==> config.mk <==
export PLATFORM = sky130hd
export DESIGN_NAME = bht_ctrl_flat
export DESIGN_NICKNAME = d
export VERILOG_FILES = /design/src/rtl/bht_pkg.sv /design/src/rtl/bht_ctrl_if.sv /design/src/rtl/bht_upd_fifo.sv /design/src/rtl/bht_ctrl.sv /design/src/flat_wrapper.sv
export SDC_FILE = /design/constraint.sdc
export NUM_CORES = 1
export LEC_CHECK = 0
export CAP_MARGIN = 20
export CORE_MARGIN = 2
export CORE_UTILIZATION = 42
export CTS_CLUSTER_DIAMETER = 40
export DETAILED_ROUTE_END_ITERATION = 6
export GPL_ROUTABILITY_DRIVEN = 0
export PLACE_DENSITY = 0.8
export SYNTH_ARGS = -nofsm -noshare
export SYNTH_HDL_FRONTEND = slang
export SYNTH_SLANG_ARGS = --single-unit
==> constraint.sdc <==
create_clock -name clk -period 5.4 [get_ports clk]
set_clock_uncertainty 0.1 [all_clocks]
set_input_delay 0.54 -clock clk [delete_from_list [all_inputs] [get_ports clk]]
set_output_delay 0.54 -clock clk [all_outputs]
set_load 0.05 [all_outputs]
==> src/rtl/bht_pkg.sv <==
// bht_pkg: shared types and helpers for the BHT controller.
//   cnt_t       2-bit saturating branch counter
//   CNT_INIT    value the clear walker writes (weakly not-taken)
//   state_t     controller state: CLEAR (init walk) / RUN
//   sat_update  next counter value after a resolved branch
package bht_pkg;

  typedef logic [1:0] cnt_t;

  localparam cnt_t CNT_INIT = 2'b01;

  typedef enum logic {
    CLEAR = 1'b0,
    RUN   = 1'b1
  } state_t;

  // Saturating increment on taken, saturating decrement on not-taken.
  function automatic cnt_t sat_update(input cnt_t cnt, input logic taken);
    if (taken) return (cnt == 2'b11) ? cnt : cnt + 2'b01;
    return (cnt == 2'b00) ? cnt : cnt - 2'b01;
  endfunction

endpackage

==> src/rtl/bht_ctrl_if.sv <==
// bht_ctrl_if: pipeline-side handshake bundle of the BHT controller.
//   flush_req / clear_busy                      flush request, clear walk status
//   pred_req / pred_pc / pred_ready             IF-stage lookup request
//   pred_valid / pred_taken / pred_cnt / pred_idx  lookup result (1 cycle later)
//   upd_valid / upd_ready / upd_idx / upd_cnt / upd_taken  EX-stage resolution
// Modports: master = pipeline, slave = controller.
interface bht_ctrl_if #(
  parameter int IDX_W = 7
);
  import bht_pkg::*;

  logic             flush_req;
  logic             clear_busy;

  logic             pred_req;
  logic [31:0]      pred_pc;
  logic             pred_ready;
  logic             pred_valid;
  logic             pred_taken;
  cnt_t             pred_cnt;
  logic [IDX_W-1:0] pred_idx;

  logic             upd_valid;
  logic             upd_ready;
  logic [IDX_W-1:0] upd_idx;
  cnt_t             upd_cnt;
  logic             upd_taken;

  modport master (
    output flush_req, pred_req, pred_pc, upd_valid, upd_idx, upd_cnt, upd_taken,
    input  clear_busy, pred_ready, pred_valid, pred_taken, pred_cnt, pred_idx, upd_ready
  );

  modport slave (
    input  flush_req, pred_req, pred_pc, upd_valid, upd_idx, upd_cnt, upd_taken,
    output clear_busy, pred_ready, pred_valid, pred_taken, pred_cnt, pred_idx, upd_ready
  );

endinterface

==> src/rtl/bht_upd_fifo.sv <==
// bht_upd_fifo: small FIFO buffering pending counter writes {idx, cnt}.
//   clk, reset_n   clock, asynchronous active-low reset
//   clear_i        synchronous flush (drops all entries)
//   push_i         enqueue wdata_i (ignored when full unless popping)
//   pop_i          dequeue head (ignored when empty)
//   wdata_i        entry to enqueue
//   rdata_o        head entry
//   full_o         occupancy == DEPTH
//   empty_o        occupancy == 0
module bht_upd_fifo #(
  parameter int DEPTH = 2,
  parameter int W     = 9
) (
  input  logic         clk,
  input  logic         reset_n,
  input  logic         clear_i,
  input  logic         push_i,
  input  logic         pop_i,
  input  logic [W-1:0] wdata_i,
  output logic [W-1:0] rdata_o,
  output logic         full_o,
  output logic         empty_o
);

  localparam int PTR_W = (DEPTH > 1) ? $clog2(DEPTH) : 1;
  localparam int CNT_W = $clog2(DEPTH + 1);

  logic [W-1:0]     mem_q [DEPTH];
  logic [PTR_W-1:0] wr_ptr_q, rd_ptr_q;
  logic [CNT_W-1:0] count_q;
  logic             do_push, do_pop;

  // Explicit wrap so non-power-of-two depths work.
  function automatic logic [PTR_W-1:0] ptr_inc(input logic [PTR_W-1:0] p);
    return (p == PTR_W'(DEPTH - 1)) ? '0 : p + PTR_W'(1);
  endfunction

  assign full_o  = (count_q == CNT_W'(DEPTH));
  assign empty_o = (count_q == '0);
  assign do_pop  = pop_i & ~empty_o;
  // A push on a full queue is legal when the head leaves in the same cycle.
  assign do_push = push_i & (~full_o | do_pop);
  assign rdata_o = mem_q[rd_ptr_q];

  // NOTE: sequential state uses non-blocking assignments so every register
  // samples pre-edge values regardless of statement order.
  always_ff @(posedge clk or negedge reset_n) begin
    if (!reset_n) begin
      wr_ptr_q <= '0;
      rd_ptr_q <= '0;
      count_q  <= '0;
    end else if (clear_i) begin
      wr_ptr_q <= '0;
      rd_ptr_q <= '0;
      count_q  <= '0;
    end else begin
      if (do_push) wr_ptr_q <= ptr_inc(wr_ptr_q);
      if (do_pop)  rd_ptr_q <= ptr_inc(rd_ptr_q);
      case ({do_push, do_pop})
        2'b10:   count_q <= count_q + CNT_W'(1);
        2'b01:   count_q <= count_q - CNT_W'(1);
        default: count_q <= count_q;
      endcase
    end
  end

  // NOTE: storage has no reset; occupancy/pointers guard every read, so
  // resetting the array would only cost flops.
  always_ff @(posedge clk) begin
    if (do_push && !clear_i) mem_q[wr_ptr_q] <= wdata_i;
  end

endmodule

==> src/rtl/bht_ctrl.sv <==
// bht_ctrl: sequencer for a single-port BHT array of 2-bit counters.
// Arbitrates IF lookups against queued EX counter writes, and walks the
// array writing CNT_INIT after reset or flush.
//   clk, reset_n   clock, asynchronous active-low reset
//   pipe           bht_ctrl_if.slave: lookup/update handshakes, flush, clear_busy
//   tbl_en/tbl_we  array port enable / write enable
//   tbl_addr       array address
//   tbl_wdata      array write data
//   tbl_rdata      array read data, one cycle after a read
// Build option: define BHT_GSHARE_EN to XOR a global history register
// (G_DEPTH bits, newest outcome in LSB) into the low lookup index bits.
module bht_ctrl
  import bht_pkg::*;
#(
  parameter int DEPTH    = 128,
  parameter int G_DEPTH  = 4,
  parameter int UQ_DEPTH = 2
) (
  input  logic                     clk,
  input  logic                     reset_n,
  bht_ctrl_if.slave                pipe,
  output logic                     tbl_en,
  output logic                     tbl_we,
  output logic [$clog2(DEPTH)-1:0] tbl_addr,
  output cnt_t                     tbl_wdata,
  input  cnt_t                     tbl_rdata
);

  localparam int IDX_W = $clog2(DEPTH);
  typedef logic [IDX_W-1:0] idx_t;

  state_t state_q;
  idx_t   clear_idx_q;
  logic   pred_valid_q;
  idx_t   pred_idx_q;

  idx_t   lookup_idx, head_idx;
  cnt_t   head_cnt, upd_next, pred_cnt_w;
  logic   accept_ok, drain, lookup, upd_fire, push;
  logic   q_full, q_empty;

  // Only the word-index bits of the PC select an entry.
  logic   unused_bits;
  assign unused_bits = ^{pipe.pred_pc[31:IDX_W+2], pipe.pred_pc[1:0], 1'(G_DEPTH)};

`ifdef BHT_GSHARE_EN
  logic [G_DEPTH-1:0] ghr_q, ghr_d;
  assign lookup_idx = pipe.pred_pc[IDX_W+1:2] ^ idx_t'(ghr_q);
`else
  assign lookup_idx = pipe.pred_pc[IDX_W+1:2];
`endif

  // Flush closes both handshakes for the cycle it is asserted.
  assign accept_ok = (state_q == RUN) & ~pipe.flush_req;
  // A full queue steals the port from lookups; otherwise lookups win.
  assign drain     = accept_ok & ~q_empty & (q_full | ~pipe.pred_req);
  assign pipe.pred_ready = accept_ok & ~q_full;
  assign lookup    = pipe.pred_req & pipe.pred_ready;

  assign pipe.upd_ready = accept_ok & (~q_full | drain);
  assign upd_fire  = pipe.upd_valid & pipe.upd_ready;
  assign upd_next  = sat_update(pipe.upd_cnt, pipe.upd_taken);
  // Saturated counters need no write.
  assign push      = upd_fire & (upd_next != pipe.upd_cnt);

  bht_upd_fifo #(
    .DEPTH (UQ_DEPTH),
    .W     (IDX_W + 2)
  ) u_fifo (
    .clk     (clk),
    .reset_n (reset_n),
    .clear_i (pipe.flush_req),
    .push_i  (push),
    .pop_i   (drain),
    .wdata_i ({pipe.upd_idx, upd_next}),
    .rdata_o ({head_idx, head_cnt}),
    .full_o  (q_full),
    .empty_o (q_empty)
  );

  // NOTE: every output of a combinational block gets a default first so no
  // path leaves it unassigned and infers a latch.
  always_comb begin
    tbl_en    = 1'b0;
    tbl_we    = 1'b0;
    tbl_addr  = '0;
    tbl_wdata = CNT_INIT;
    if (state_q == CLEAR) begin
      tbl_en    = 1'b1;
      tbl_we    = 1'b1;
      tbl_addr  = clear_idx_q;
    end else if (drain) begin
      tbl_en    = 1'b1;
      tbl_we    = 1'b1;
      tbl_addr  = head_idx;
      tbl_wdata = head_cnt;
    end else if (lookup) begin
      tbl_en    = 1'b1;
      tbl_addr  = lookup_idx;
    end
  end

  always_ff @(posedge clk or negedge reset_n) begin
    if (!reset_n) begin
      state_q      <= CLEAR;
      clear_idx_q  <= '0;
      pred_valid_q <= 1'b0;
      pred_idx_q   <= '0;
    end else begin
      // An in-flight lookup still completes across a flush.
      pred_valid_q <= lookup;
      if (lookup) pred_idx_q <= lookup_idx;
      if (pipe.flush_req) begin
        state_q     <= CLEAR;
        clear_idx_q <= '0;
      end else if (state_q == CLEAR) begin
        if (clear_idx_q == idx_t'(DEPTH - 1)) state_q <= RUN;
        clear_idx_q <= clear_idx_q + idx_t'(1);
      end
    end
  end

`ifdef BHT_GSHARE_EN
  always_comb begin
    ghr_d = ghr_q;
    if (pipe.flush_req) begin
      ghr_d = '0;
    end else if (upd_fire) begin
      ghr_d    = ghr_q << 1;
      ghr_d[0] = pipe.upd_taken;
    end
  end

  always_ff @(posedge clk or negedge reset_n) begin
    if (!reset_n) ghr_q <= '0;
    else          ghr_q <= ghr_d;
  end
`endif

  // Read data is only meaningful in the cycle after a lookup.
  assign pred_cnt_w      = pred_valid_q ? tbl_rdata : '0;
  assign pipe.pred_cnt   = pred_cnt_w;
  assign pipe.pred_taken = pred_cnt_w[1];
  assign pipe.pred_valid = pred_valid_q;
  assign pipe.pred_idx   = pred_idx_q;
  assign pipe.clear_busy = (state_q == CLEAR);

endmodule
==> src/flat_wrapper.sv <==
// flat-port wrapper written by rule: the top's interface ports become plain ports
module bht_ctrl_flat import bht_pkg::*;
#(
  parameter int DEPTH    = 128,
  parameter int G_DEPTH  = 4,
  parameter int UQ_DEPTH = 2
)
  (clk, reset_n, tbl_en, tbl_we, tbl_addr, tbl_wdata, tbl_rdata, pipe_flush_req, pipe_pred_req, pipe_pred_pc, pipe_upd_valid, pipe_upd_idx, pipe_upd_cnt, pipe_upd_taken, pipe_clear_busy, pipe_pred_ready, pipe_pred_valid, pipe_pred_taken, pipe_pred_cnt, pipe_pred_idx, pipe_upd_ready);
  bht_ctrl_if pipe_i ();
  input  logic clk;
  input  logic reset_n;
  output logic tbl_en;
  output logic tbl_we;
  output logic [$clog2(DEPTH)-1:0] tbl_addr;
  output cnt_t tbl_wdata;
  input  cnt_t tbl_rdata;
  input wire logic [$bits(pipe_i.flush_req)-1:0] pipe_flush_req;
  input wire logic [$bits(pipe_i.pred_req)-1:0] pipe_pred_req;
  input wire logic [$bits(pipe_i.pred_pc)-1:0] pipe_pred_pc;
  input wire logic [$bits(pipe_i.upd_valid)-1:0] pipe_upd_valid;
  input wire logic [$bits(pipe_i.upd_idx)-1:0] pipe_upd_idx;
  input wire logic [$bits(pipe_i.upd_cnt)-1:0] pipe_upd_cnt;
  input wire logic [$bits(pipe_i.upd_taken)-1:0] pipe_upd_taken;
  output wire logic [$bits(pipe_i.clear_busy)-1:0] pipe_clear_busy;
  output wire logic [$bits(pipe_i.pred_ready)-1:0] pipe_pred_ready;
  output wire logic [$bits(pipe_i.pred_valid)-1:0] pipe_pred_valid;
  output wire logic [$bits(pipe_i.pred_taken)-1:0] pipe_pred_taken;
  output wire logic [$bits(pipe_i.pred_cnt)-1:0] pipe_pred_cnt;
  output wire logic [$bits(pipe_i.pred_idx)-1:0] pipe_pred_idx;
  output wire logic [$bits(pipe_i.upd_ready)-1:0] pipe_upd_ready;
  assign pipe_i.flush_req = pipe_flush_req;
  assign pipe_i.pred_req = pipe_pred_req;
  assign pipe_i.pred_pc = pipe_pred_pc;
  assign pipe_i.upd_valid = pipe_upd_valid;
  assign pipe_i.upd_idx = pipe_upd_idx;
  assign pipe_i.upd_cnt = pipe_upd_cnt;
  assign pipe_i.upd_taken = pipe_upd_taken;
  assign pipe_clear_busy = pipe_i.clear_busy;
  assign pipe_pred_ready = pipe_i.pred_ready;
  assign pipe_pred_valid = pipe_i.pred_valid;
  assign pipe_pred_taken = pipe_i.pred_taken;
  assign pipe_pred_cnt = pipe_i.pred_cnt;
  assign pipe_pred_idx = pipe_i.pred_idx;
  assign pipe_upd_ready = pipe_i.upd_ready;
  bht_ctrl #(.DEPTH(DEPTH), .G_DEPTH(G_DEPTH), .UQ_DEPTH(UQ_DEPTH)) u_core (.clk(clk), .reset_n(reset_n), .pipe(pipe_i), .tbl_en(tbl_en), .tbl_we(tbl_we), .tbl_addr(tbl_addr), .tbl_wdata(tbl_wdata), .tbl_rdata(tbl_rdata));
endmodule
# Word-level counts from Yosys, hierarchy flattened
# Memories as Yosys holds them, arrays and structs flattened.
# Cells that the tools add are included.
# word_totals
ramBits	18
latchBits	0
reg_bits	20
romBits	0
mem_count	1
in_bits	49
out_inout_bits	25
word_cells	78
# classes
multipliers	0
n_eq_ne	7
shift	0
div_mod_pow	0
order_cmp	0
bitwise_logic	18
n_addsub	7
n_mux	31
n_reduce_logical	7
# mem_list
name	depth	width	rd	rd_ports_with_merged_regs	wr	line_no	source
u_core.u_fifo.mem_q	2	9	1	0	1	bht_upd_fifo.sv:28	logic [W-1:0] mem_q [DEPTH];
# op_table
op	n
$mux W7	5
$mux W1	17
$mux W2	8
$and A1 B1 Y1	10
$add A7 B1 Y7 const B	1
$eq A7 B7 Y1 const B	1
$eq A2 B2 Y1 const B	3
$not A1 Y1	5
$add A2 B1 Y2 const B	2
$logic_not A2 Y1	2
$pmux W2 S2	1
$reduce_bool A2 Y1	2
$sub A2 B1 Y2 const B	2
$or A1 B1 Y1	3
$reduce_bool A3 Y1	1
$add A1 B1 Y1 const B	2
$eq A2 B1 Y1 const B	1
$ne A2 B2 Y1	1
$ne A2 B2 Y1 const B	1
$logic_and A1 B1 Y1	1
$logic_not A1 Y1	1

# Longest topological paths before layout
# Gate-level depths: netlist of the first run.
# logic_depth
depth_word	12
depth_mapped	6
ltp_nobuf	5

# By module
# From an unflattened synthesis of the first run, not the netlist that was laid out.
# unflattened
hier_cells	143
area_unflattened_um2	1829.3
# by_module_without_submodules
module	area_per_inst_um2	cells_each	n_inst	seq_area_each_um2
bht_ctrl	930.9	88	1	400.4
bht_upd_fifo	898.4	55	1	640.6

# Worst setup path after synthesis of the first run
# Ideal clock, no wire load.
# synth_path
kind	input to output
startpoint	input port pipe_flush_req
endpoint	output port tbl_addr[2]
t_arrival_ns	2.334
path_stages	5
n_path_buf	1
t_required_ns	4.760
slack_ns	2.426
path_cell_list	nand2b_2 inv_2 o21ai_1 buf_4 o21ai_0
# synth_via
elab_chain_cells	7
word_cells_on_any_way	9
cone_classes	mux (3); bitwise (6)
# synth_lines
element	line_no	source
start, declared	flat_wrapper.sv:17	input wire logic [$bits(pipe_i.flush_req)-1:0] pipe_flush_req;
$not A1 Y1 *	bht_ctrl.sv:54	assign accept_ok = (state_q == RUN) & ~pipe.flush_req;
$and A1 B1 Y1 *	bht_ctrl.sv:54	
$and A1 B1 Y1	bht_ctrl.sv:57	assign pipe.pred_ready = accept_ok & ~q_full;
$and A1 B1 Y1	bht_ctrl.sv:58	assign lookup = pipe.pred_req & pipe.pred_ready;
$mux W7	bht_ctrl.sv:97	end else if (lookup) begin
$mux W7 *	bht_ctrl.sv:92	end else if (drain) begin
$mux W7 *	bht_ctrl.sv:88	if (state_q == CLEAR) begin
end, declared	flat_wrapper.sv:14	output logic [$clog2(DEPTH)-1:0] tbl_addr;
# Every way passes the cells marked *; elsewhere a longest branch is shown, timed or not.

# Worst setup path in the final report of the first run
# layout_path
startpoint	input port pipe_flush_req
endpoint	output port tbl_en
# layout_via
elab_chain_cells	7
word_cells_on_any_way	9
cone_classes	mux (3); bitwise (6)
# layout_lines
element	line_no	source
$not A1 Y1 *	bht_ctrl.sv:54	
$and A1 B1 Y1 *	bht_ctrl.sv:54	
$and A1 B1 Y1	bht_ctrl.sv:57	
$and A1 B1 Y1	bht_ctrl.sv:58	
$mux W1	bht_ctrl.sv:97	
$mux W1 *	bht_ctrl.sv:92	
$mux W1 *	bht_ctrl.sv:88	
end, declared	flat_wrapper.sv:12	output logic tbl_en;
# Marks and branches as above.

==> flow_summary.yaml, run 1 <==
critical_path:
  arrival_ns: 3.30
  startpoint_type: "primary input"
  required_ns: 4.76
  reg2reg_from: "u_core.state_q"
  rr_endpoint: "u_core.pipe.pred_idx[2]"
  critPathCapture: "tbl_en"
  crit_start: "pipe_flush_req"
  cp-end-kind: "output pin"
  r2r_cells: 3
  ff2ff_setup_slack_ns: 3.36
  worstSetupPathType: "primary input to output pin"
  crit_fanout: 15
yosys:
  synth_seq_cells: 38
  synth.most_common_cell: "dfrtp_1"
  ys_types: 38
  synth.top_cell.area_share: 0.305
  ys_seq_area_frac: 0.588
  synth_common_cells: "20 x dfrtp_1, 18 x edfxtp_1, 14 x nor2_1, 13 x inv_1"
  synth_area_um2: 1770
  ys_top_cells_by_area: "edfxtp_1 31%, dfrtp_1 28%, mux2i_1 5.6%"
  synth-edff-count: 18
  yosys_warnings: 0
  synthCells: 155
  async_flop_share: 0.526
  ys.flop_type: "dfrtp_1"
  synth_top_cell_by_area: "edfxtp_1"
  synthesis.nets: 205
  avgSynthCellArea_um2: 11.4
floorplanning:
  io_pins: 74
  die_x_um: 69.0
  rows: 23
  dieArea_um2: 4750
  start_util: 0.440
  coreArea_um2: 4030
  die_y_um: 69.0
detailed_routing:
  wire_per_inst_um: 14.0
  vias: 1305
  drt-vias-per-instance: 5.10
  drc: 0
  routed_wl_um: 3590
  dr.pass1.iters: 4
  drt_iter0_drc: 73
  drtAntennaViolNets: 0
clock_network:
  clkTransAtPathRegs_ns: 0.08
  cts_hold_buffers: 0
  root_buffer: "clkbuf_8"
  post_cts_buffers: 0
  clock_path_buffers: 2
  ctsResizeCount: 0
  cts_sinks: 38
  htreeDepth: 2
  cts_inserted_buffers: 5
  cts_tree: "yes"
  clock_latency_ns: 0.28
layout:
  nets: 255
  drive_gt1_frac: 0.0922
  fin_area_um2: 2420
  areaGrowthSynthToFinish_pct: 36.6
  finalCoreUtilization: 0.601
  antenna_cells: 0
global_route:
  first_global_vias: 1263
  grt_max_degree: 21
  antenna_found_initial: 0
  grt_overflow: 0
  grt_pass1_wl_um: 5770
  track_usage: 0.171
run_status:
  status: "finished clean"
sta:
  finalCriticalPeriod_ns: 3.94
  slew_viol_final: 0
  worst_pin_slew_ns: 0.914
  tns_ns: 0
  hold_viol: 0
  maxSlewHeadroom: 0.389
  rsz0062_at_grt: "false"
  timing.final.crit_share: 0.729
  clock.fmax_ghz: 0.254
  setup_viol: 0
min_path:
  hold_class: "register to register"
power:
  p_per_area_nw_per_um2: 279
  irDropWorstVdd_uv: 175
  p_leak_nw: 0.921
flow_run:
  maxCapViolCount: 0
placed_design:
  place_area_um2: 2280
  io_buffer_count: 48
  dp.final_hpwl_um: 2580
## worst max-delay path, cell delays in order
cell and delay (ns):
clkdlybuf4s50_1 0.82, nand2b_2 0.25, inv_2 0.06, o21ai_1 0.48
nand2_1 0.14, or2_2 0.30, clkdlybuf4s50_1 0.70
## stage by stage
stage	hold WS, ns	setup WS [ns]	std cells	power, W
finish	0.394	1.46	256	0.000675
floorplan	0.144	2.43	155	0.000358
global route	0.429	1.21	256	0.000703
CTS	0.399	1.44	256	0.000681
detailed placement	0.381	1.45	248	0.000397
global placement	0.373	1.47	248	0.000395
## how the worst min path moves through the flow
stage | from | to | slack, ns | cells past startpoint
2_1_floorplan | reset_n | u_core.clear_idx_q[0] | 0.14 | 0
3_3_place_gp | u_core.pipe.pred_idx[2] | u_core.pipe.pred_idx[2] | 0.37 | 1
3_5_place_dp | u_core.pipe.pred_idx[2] | u_core.pipe.pred_idx[2] | 0.38 | 1
4_1_cts | u_core.pipe.pred_idx[2] | u_core.pipe.pred_idx[2] | 0.40 | 1
5_1_grt | u_core.pipe.pred_idx[2] | u_core.pipe.pred_idx[2] | 0.43 | 1
6_report | u_core.pipe.pred_idx[2] | u_core.pipe.pred_idx[2] | 0.39 | 1
## state kept, by name, summed over array words and instances (netlist names)
| register | count |
|---|---|
| u_core.state_q | 1 |
| u_core.u_fifo.wr_ptr_q | 1 |
| u_core.u_fifo.count_q | 2 |
| u_core.clear_idx_q | 7 |
| u_core.pipe.pred_valid | 1 |
| u_core.u_fifo.mem_q | 18 |
| u_core.pipe.pred_idx | 7 |
| u_core.u_fifo.rd_ptr_q | 1 |
## cell usage in the layout (no fill, tap or decap), drive strengths merged, types with 3 or more instances in the layout
cell and instances:
xnor2 6, nor2b 4, mux2i 10, inv 15, o21ai 11, a21oi 4
dfrtp 20, o221ai 7, nand3 3, nor3 6, nor2 14, edfxtp 18
clkbuf 5, clkdlybuf4s50 48, nand2 11, or3 3, nand2b 3
## cell type report
cell class | instances | area [µm²]
Sequential cell | 38 | 1040
Multi-Input combinational cell | 96 | 634
Tap cell | 50 | 62.6
Clock inverter | 3 | 68.8
Timing Repair Buffer | 49 | 488
Inverter | 15 | 56.3
Clock buffer | 5 | 68.8
Fill cell | 352 | 1610
## where the power goes
group          internal, W  total [W]  switching, W
Combinational    0.0000333  0.0000758     0.0000425
Sequential        0.000310   0.000314    0.00000458
Clock             0.000185   0.000284     0.0000995
## metal layers
metal | vias up | track usage | wire length (µm)
li1 | 640 | - | -
met1 | 621 | 0.211 | 1570
met2 | 42 | 0.288 | 1780
met3 | 2 | 0.0601 | 227
met4 | 0 | 0.0392 | 8
met5 | - | 0 | 0
## cells by family after synthesis
family          Yosys count  synth area share
mux                      11            0.0629
flops                    38             0.588
fa+ha+maj                 1           0.00706
buf+inv                  21            0.0544
simple gates             52             0.163
compound gates           24            0.0855
xor+xnor                  8            0.0395
Note: power is estimated with default switching activity, not from simulation.
==> run 2, diff against run 1 <==
- clock period: 5.4 -> 4 ns (I/O delays scaled with it)
==> run 2 against run 1 <==
Against the previous run:
- register-to-register slack lost 1.4 ns
- cell count up 0.78%
- first-iteration DRC count grew 8.2%
- routed wire length is 1.2% lower
- sequential share of layout area is 0.18 points lower
==> flow_summary.yaml, run 2 (synthesis gave the netlist of run 1 again) <==
run_status:
  status: "finished clean"
power:
  power.internal_w: 0.000711
  irDropWorstVdd_uv: 266
  p_leak_nw: 0.927
  netSwitchingFraction: 0.218
  combPwrFrac: 0.114
  switchingPower_w: 0.000198
  pwr-share-clk: 0.420
  p_seq_frac: 0.467
  p_per_area_nw_per_um2: 374
clock_network:
  clkTransAtPathRegs_ns: 0.07
  cts_tree: "yes"
  cts_sinks: 38
  post_cts_buffers: 0
  clock_path_buffers: 2
  root_buffer: "clkbuf_8"
  ctsResizeCount: 0
  clock_latency_ns: 0.29
  htreeDepth: 2
  cts_inserted_buffers: 5
  cts_hold_buffers: 0
detailed_routing:
  wire_per_inst_um: 13.8
  vias: 1308
  drc: 0
  drt-vias-per-instance: 5.07
  drtAntennaViolNets: 0
  drt_iter0_drc: 79
  dr.pass1.iters: 4
  routed_wl_um: 3550
placed_design:
  post-place-ws_ns: 0.838
  dp.final_hpwl_um: 2540
  io_buffer_count: 48
  place_area_um2: 2300
  placed_cells: 250
global_route:
  grt_max_degree: 21
  antenna_found_initial: 0
  grtUsageMet3: 0.0487
  grt_pass1_wl_um: 5820
  track_usage: 0.171
  first_global_vias: 1303
  gr-max-usage-layer: "met2"
  grt.met2_usage: 0.288
  grt_overflow: 0
  met1_usage: 0.207
layout:
  stdcell_count: 258
  final_cell_mix: "48 x clkdlybuf4s50_1, 20 x dfrtp_1, 18 x edfxtp_1, 14 x nor2_1, 13 x inv_1"
  final_common_cell: "clkdlybuf4s50_1"
  antenna_cells: 0
  nets: 257
  fin_area_um2: 2430
  drive_gt1_frac: 0.0962
  regMostFlops: "u_core.u_fifo.mem_q"
  areaGrowthSynthToFinish_pct: 37.1
  largest_reg_flops: 18
  fillers: 343
critical_path:
  critPathBufInv: 1
  crit_family: "simple AND/OR/NAND/NOR gates"
  crit_path_top_delay_cell: "clkdlybuf4s50_1"
  cp-end-kind: "output pin"
  arrival_ns: 2.90
  startpoint_type: "register"
  crit_fanout: 17
  required_ns: 3.50
  worstSetupPathType: "register to output pin"
  cp_cell_sequence: "nand2_2 -> nor3_4 -> nand2_1 -> o221ai_1 -> clkdlybuf4s50_1"
  cpPeakStageDelay_ns: 0.85
floorplanning:
  io_pins: 74
  die_y_um: 69.0
  rows: 23
  die_x_um: 69.0
  coreArea_um2: 4030
  dieArea_um2: 4750
  start_util: 0.440
sta:
  slew_viol_final: 0
  worst_pin_slew_ns: 0.895
  rsz0062_at_grt: "false"
  setup_viol: 0
  finalCriticalPeriod_ns: 3.40
  timing.final.crit_share: 0.850
  clock.fmax_ghz: 0.294
  worst_slack_ns: 0.599
  hold_viol: 0
  tns_ns: 0
  maxSlewHeadroom: 0.401
flow_run:
  maxCapViolCount: 0
min_path:
  hold_class: "register to register"
-- run 2: area by class of cell --
class	instances	area [µm²]	area share
multi-input combinational	96	634	0.261
tap	50	62.6	0.0257
inverter	15	56.3	0.0232
clock inverter	3	63.8	0.0263
sequential	38	1040	0.428
clock buffer	5	68.8	0.0283
timing repair buffer	51	503	0.207
-- run 2: power by group through the flow --
stage                     combinational [W]  clock, W  sequential, W
after global placement             0.000102         0       0.000432
after floorplan                   0.0000306         0       0.000453
after detailed placement           0.000104         0       0.000432
after CTS                          0.000104  0.000387       0.000424
after global routing               0.000111  0.000406       0.000425
final                              0.000103  0.000382       0.000424
-- run 2: metrics by stage --
step | power, W | hold WS [ns] | utilization
finish | 0.000909 | 0.397 | 0.603
global route | 0.000942 | 0.426 | 0.603
CTS | 0.000916 | 0.408 | 0.603
detailed placement | 0.000536 | 0.387 | 0.570
global placement | 0.000534 | 0.391 | 0.570
floorplan | 0.000484 | 0.00441 | -
-- run 2: routing by layer --
metal | wire, µm | share of wire
met1 | 1580 | 0.44
met2 | 1740 | 0.49
met3 | 183 | 0.052
met4 | 49 | 0.014
met5 | 0 | 0
-- run 2: path summary, 6_finish.rpt --
| check | slack [ns] | start | cells past startpoint | end |
|---|---|---|---|---|
| setup / recovery | 0.60 | u_core.state_q | 5 | tbl_addr[3] |
| hold / removal | 0.40 | u_core.pipe.pred_idx[2] | 1 | u_core.pipe.pred_idx[2] |
| setup reg to reg | 1.95 | u_core.state_q | 3 | u_core.pipe.pred_idx[2] |
| hold reg to reg | 0.40 | u_core.pipe.pred_idx[2] | 1 | u_core.pipe.pred_idx[2] |
| max in group asynchronous | 2.74 | reset_n | 1 | u_core.u_fifo.count_q[0] |
| min in group asynchronous | 0.51 | reset_n | 1 | u_core.clear_idx_q[1] |
==> run 3, diff against run 2 <==
- CORE_ASPECT_RATIO: default -> 1.5
==> run 3 against run 2 <==
Against the previous run:
- sequential share of layout area grew 1.0 points
- count of clock-buffer cells in the layout grew 1
- sequential power is essentially flat
- sequential cell count is the same
- first-iteration DRC count shrank 62%
- critical path depth is the same
- die area grew 0.22%
- setup slack lost 0.0094 ns
- cell count shrank 1.9%
- routed wire length shrank 1.2%
- register-to-register slack lost 0.02 ns
- via count grew 0.92%
- largest cell class unchanged
- largest power group unchanged
==> flow_summary.yaml, run 3 (synthesis gave the netlist of run 1 again) <==
floorplanning:
  start_util: 0.444
  coreArea_um2: 3990
  die_x_um: 57.0
  rows: 28
  dieArea_um2: 4760
  die_y_um: 83.5
  io_pins: 74
placed_design:
  dp.final_hpwl_um: 2610
  place_area_um2: 2290
  io_buffer_count: 48
  placed_cells: 245
power:
  combPwrFrac: 0.133
  pwr-share-clk: 0.319
  switchingPower_w: 0.000191
  irDropWorstVdd_uv: 269
  netSwitchingFraction: 0.246
  p_seq_frac: 0.548
  p_leak_nw: 0.904
  power.internal_w: 0.000584
  p_per_area_nw_per_um2: 326
critical_path:
  crit_fanout: 17
  cpPeakStageDelay_ns: 0.84
  worstSetupPathType: "register to output pin"
  cp_cell_sequence: "nand2_2 -> nor3_4 -> nand2_1 -> o221ai_1 -> clkdlybuf4s50_1"
  startpoint_type: "register"
  arrival_ns: 2.91
  crit_path_top_delay_cell: "clkdlybuf4s50_1"
  cp-end-kind: "output pin"
  required_ns: 3.50
sta:
  hold_viol: 0
  maxSlewHeadroom: 0.404
  setup_viol: 0
  timing.final.crit_share: 0.853
  clock.fmax_ghz: 0.293
  slew_viol_final: 0
  finalCriticalPeriod_ns: 3.41
  tns_ns: 0
  rsz0062_at_grt: "false"
  worst_pin_slew_ns: 0.892
  fin_hold_ws_ns: 0.387
clock_network:
  cts_hold_buffers: 0
  post_cts_buffers: 0
  htreeDepth: 2
  cts_tree: "yes"
  clkTransAtPathRegs_ns: 0.07
  root_buffer: "clkbuf_8"
  clock_latency_ns: 0.29
  ctsResizeCount: 0
  cts_inserted_buffers: 5
  clock_path_buffers: 2
  cts_sinks: 38
layout:
  fillers: 350
  multi_input_area_um2: 634
  areaGrowthSynthToFinish_pct: 33.9
  final_cell_mix: "48 x clkdlybuf4s50_1, 20 x dfrtp_1, 18 x edfxtp_1, 14 x nor2_1, 13 x inv_1"
  stdcell_count: 253
  regMostFlops: "u_core.u_fifo.mem_q"
  largest_reg_flops: 18
  antenna_cells: 0
  seqCellArea_um2: 1040
  final_common_cell: "clkdlybuf4s50_1"
  drive_gt1_frac: 0.0913
  nets: 257
  fin_area_um2: 2370
detailed_routing:
  routed_wl_um: 3510
  drc: 0
  wire_per_inst_um: 13.9
  drt_iter0_drc: 30
  dr.pass1.iters: 4
  drt-vias-per-instance: 5.22
  vias: 1320
  drtAntennaViolNets: 0
global_route:
  track_usage: 0.165
  first_global_vias: 1322
  antenna_found_initial: 0
  grt_max_degree: 21
  grt_pass1_wl_um: 5980
  grt_overflow: 0
flow_run:
  maxCapViolCount: 0
min_path:
  hold_class: "register to register"
run_status:
  status: "finished clean"
-- run 3: power groups by stage --
| stage | clock network, W | registers, W | logic, W |
|---|---|---|---|
| after floorplan | 0 | 0.000453 | 0.0000306 |
| after global placement | 0 | 0.000432 | 0.000102 |
| after CTS | 0.000252 | 0.000424 | 0.000105 |
| after global routing | 0.000266 | 0.000425 | 0.000112 |
| after detailed placement | 0 | 0.000432 | 0.000104 |
| final | 0.000247 | 0.000424 | 0.000103 |
-- run 3: worst paths after layout --
check	slack, ns	to	from	cells after the start
setup reg to reg	1.93	u_core.pipe.pred_idx[2]	u_core.state_q	3
setup / recovery	0.59	tbl_addr[1]	u_core.state_q	5
max in group asynchronous	2.73	u_core.clear_idx_q[4]	reset_n	1
hold / removal	0.39	u_core.pipe.pred_idx[2]	u_core.pipe.pred_idx[2]	1
min in group asynchronous	0.52	u_core.clear_idx_q[0]	reset_n	1
hold reg to reg	0.39	u_core.pipe.pred_idx[2]	u_core.pipe.pred_idx[2]	1
-- run 3: critical path: cells and delay by family (launching register included) --
| kind | cells | cell delay (ns) |
|---|---|---|
| compound gates | 1 | 0.12 |
| buf+inv | 1 | 0.84 |
| flops | 1 | 0.78 |
| simple gates | 3 | 0.87 |
-- run 3: through the flow --
stage	total power, W	worst slack [ns]	util
2_1_floorplan	0.000484	1.31	-
3_3_place_gp	0.000534	0.817	0.574
3_5_place_dp	0.000537	0.824	0.574
4_1_cts	0.000781	0.602	0.594
5_1_grt	0.000803	0.367	0.594
6_report	0.000774	0.589	0.594
-- run 3: final cells by class --
class	count	share of cell area
clock inverter	2	0.00369
tap	45	0.0237
clock buffer	6	0.0306
multi-input combinational	96	0.267
timing repair buffer	51	0.212
inverter	15	0.0237
sequential	38	0.439
-- run 3: layer usage --
| layer | global-route usage | up-vias | share of wire |
|---|---|---|---|
| li1 | - | 641 | - |
| met1 | 0.185 | 653 | 0.39 |
| met2 | 0.283 | 22 | 0.56 |
| met3 | 0.0295 | 4 | 0.027 |
| met4 | 0.0994 | 0 | 0.019 |
| met5 | 0 | - | 0 |
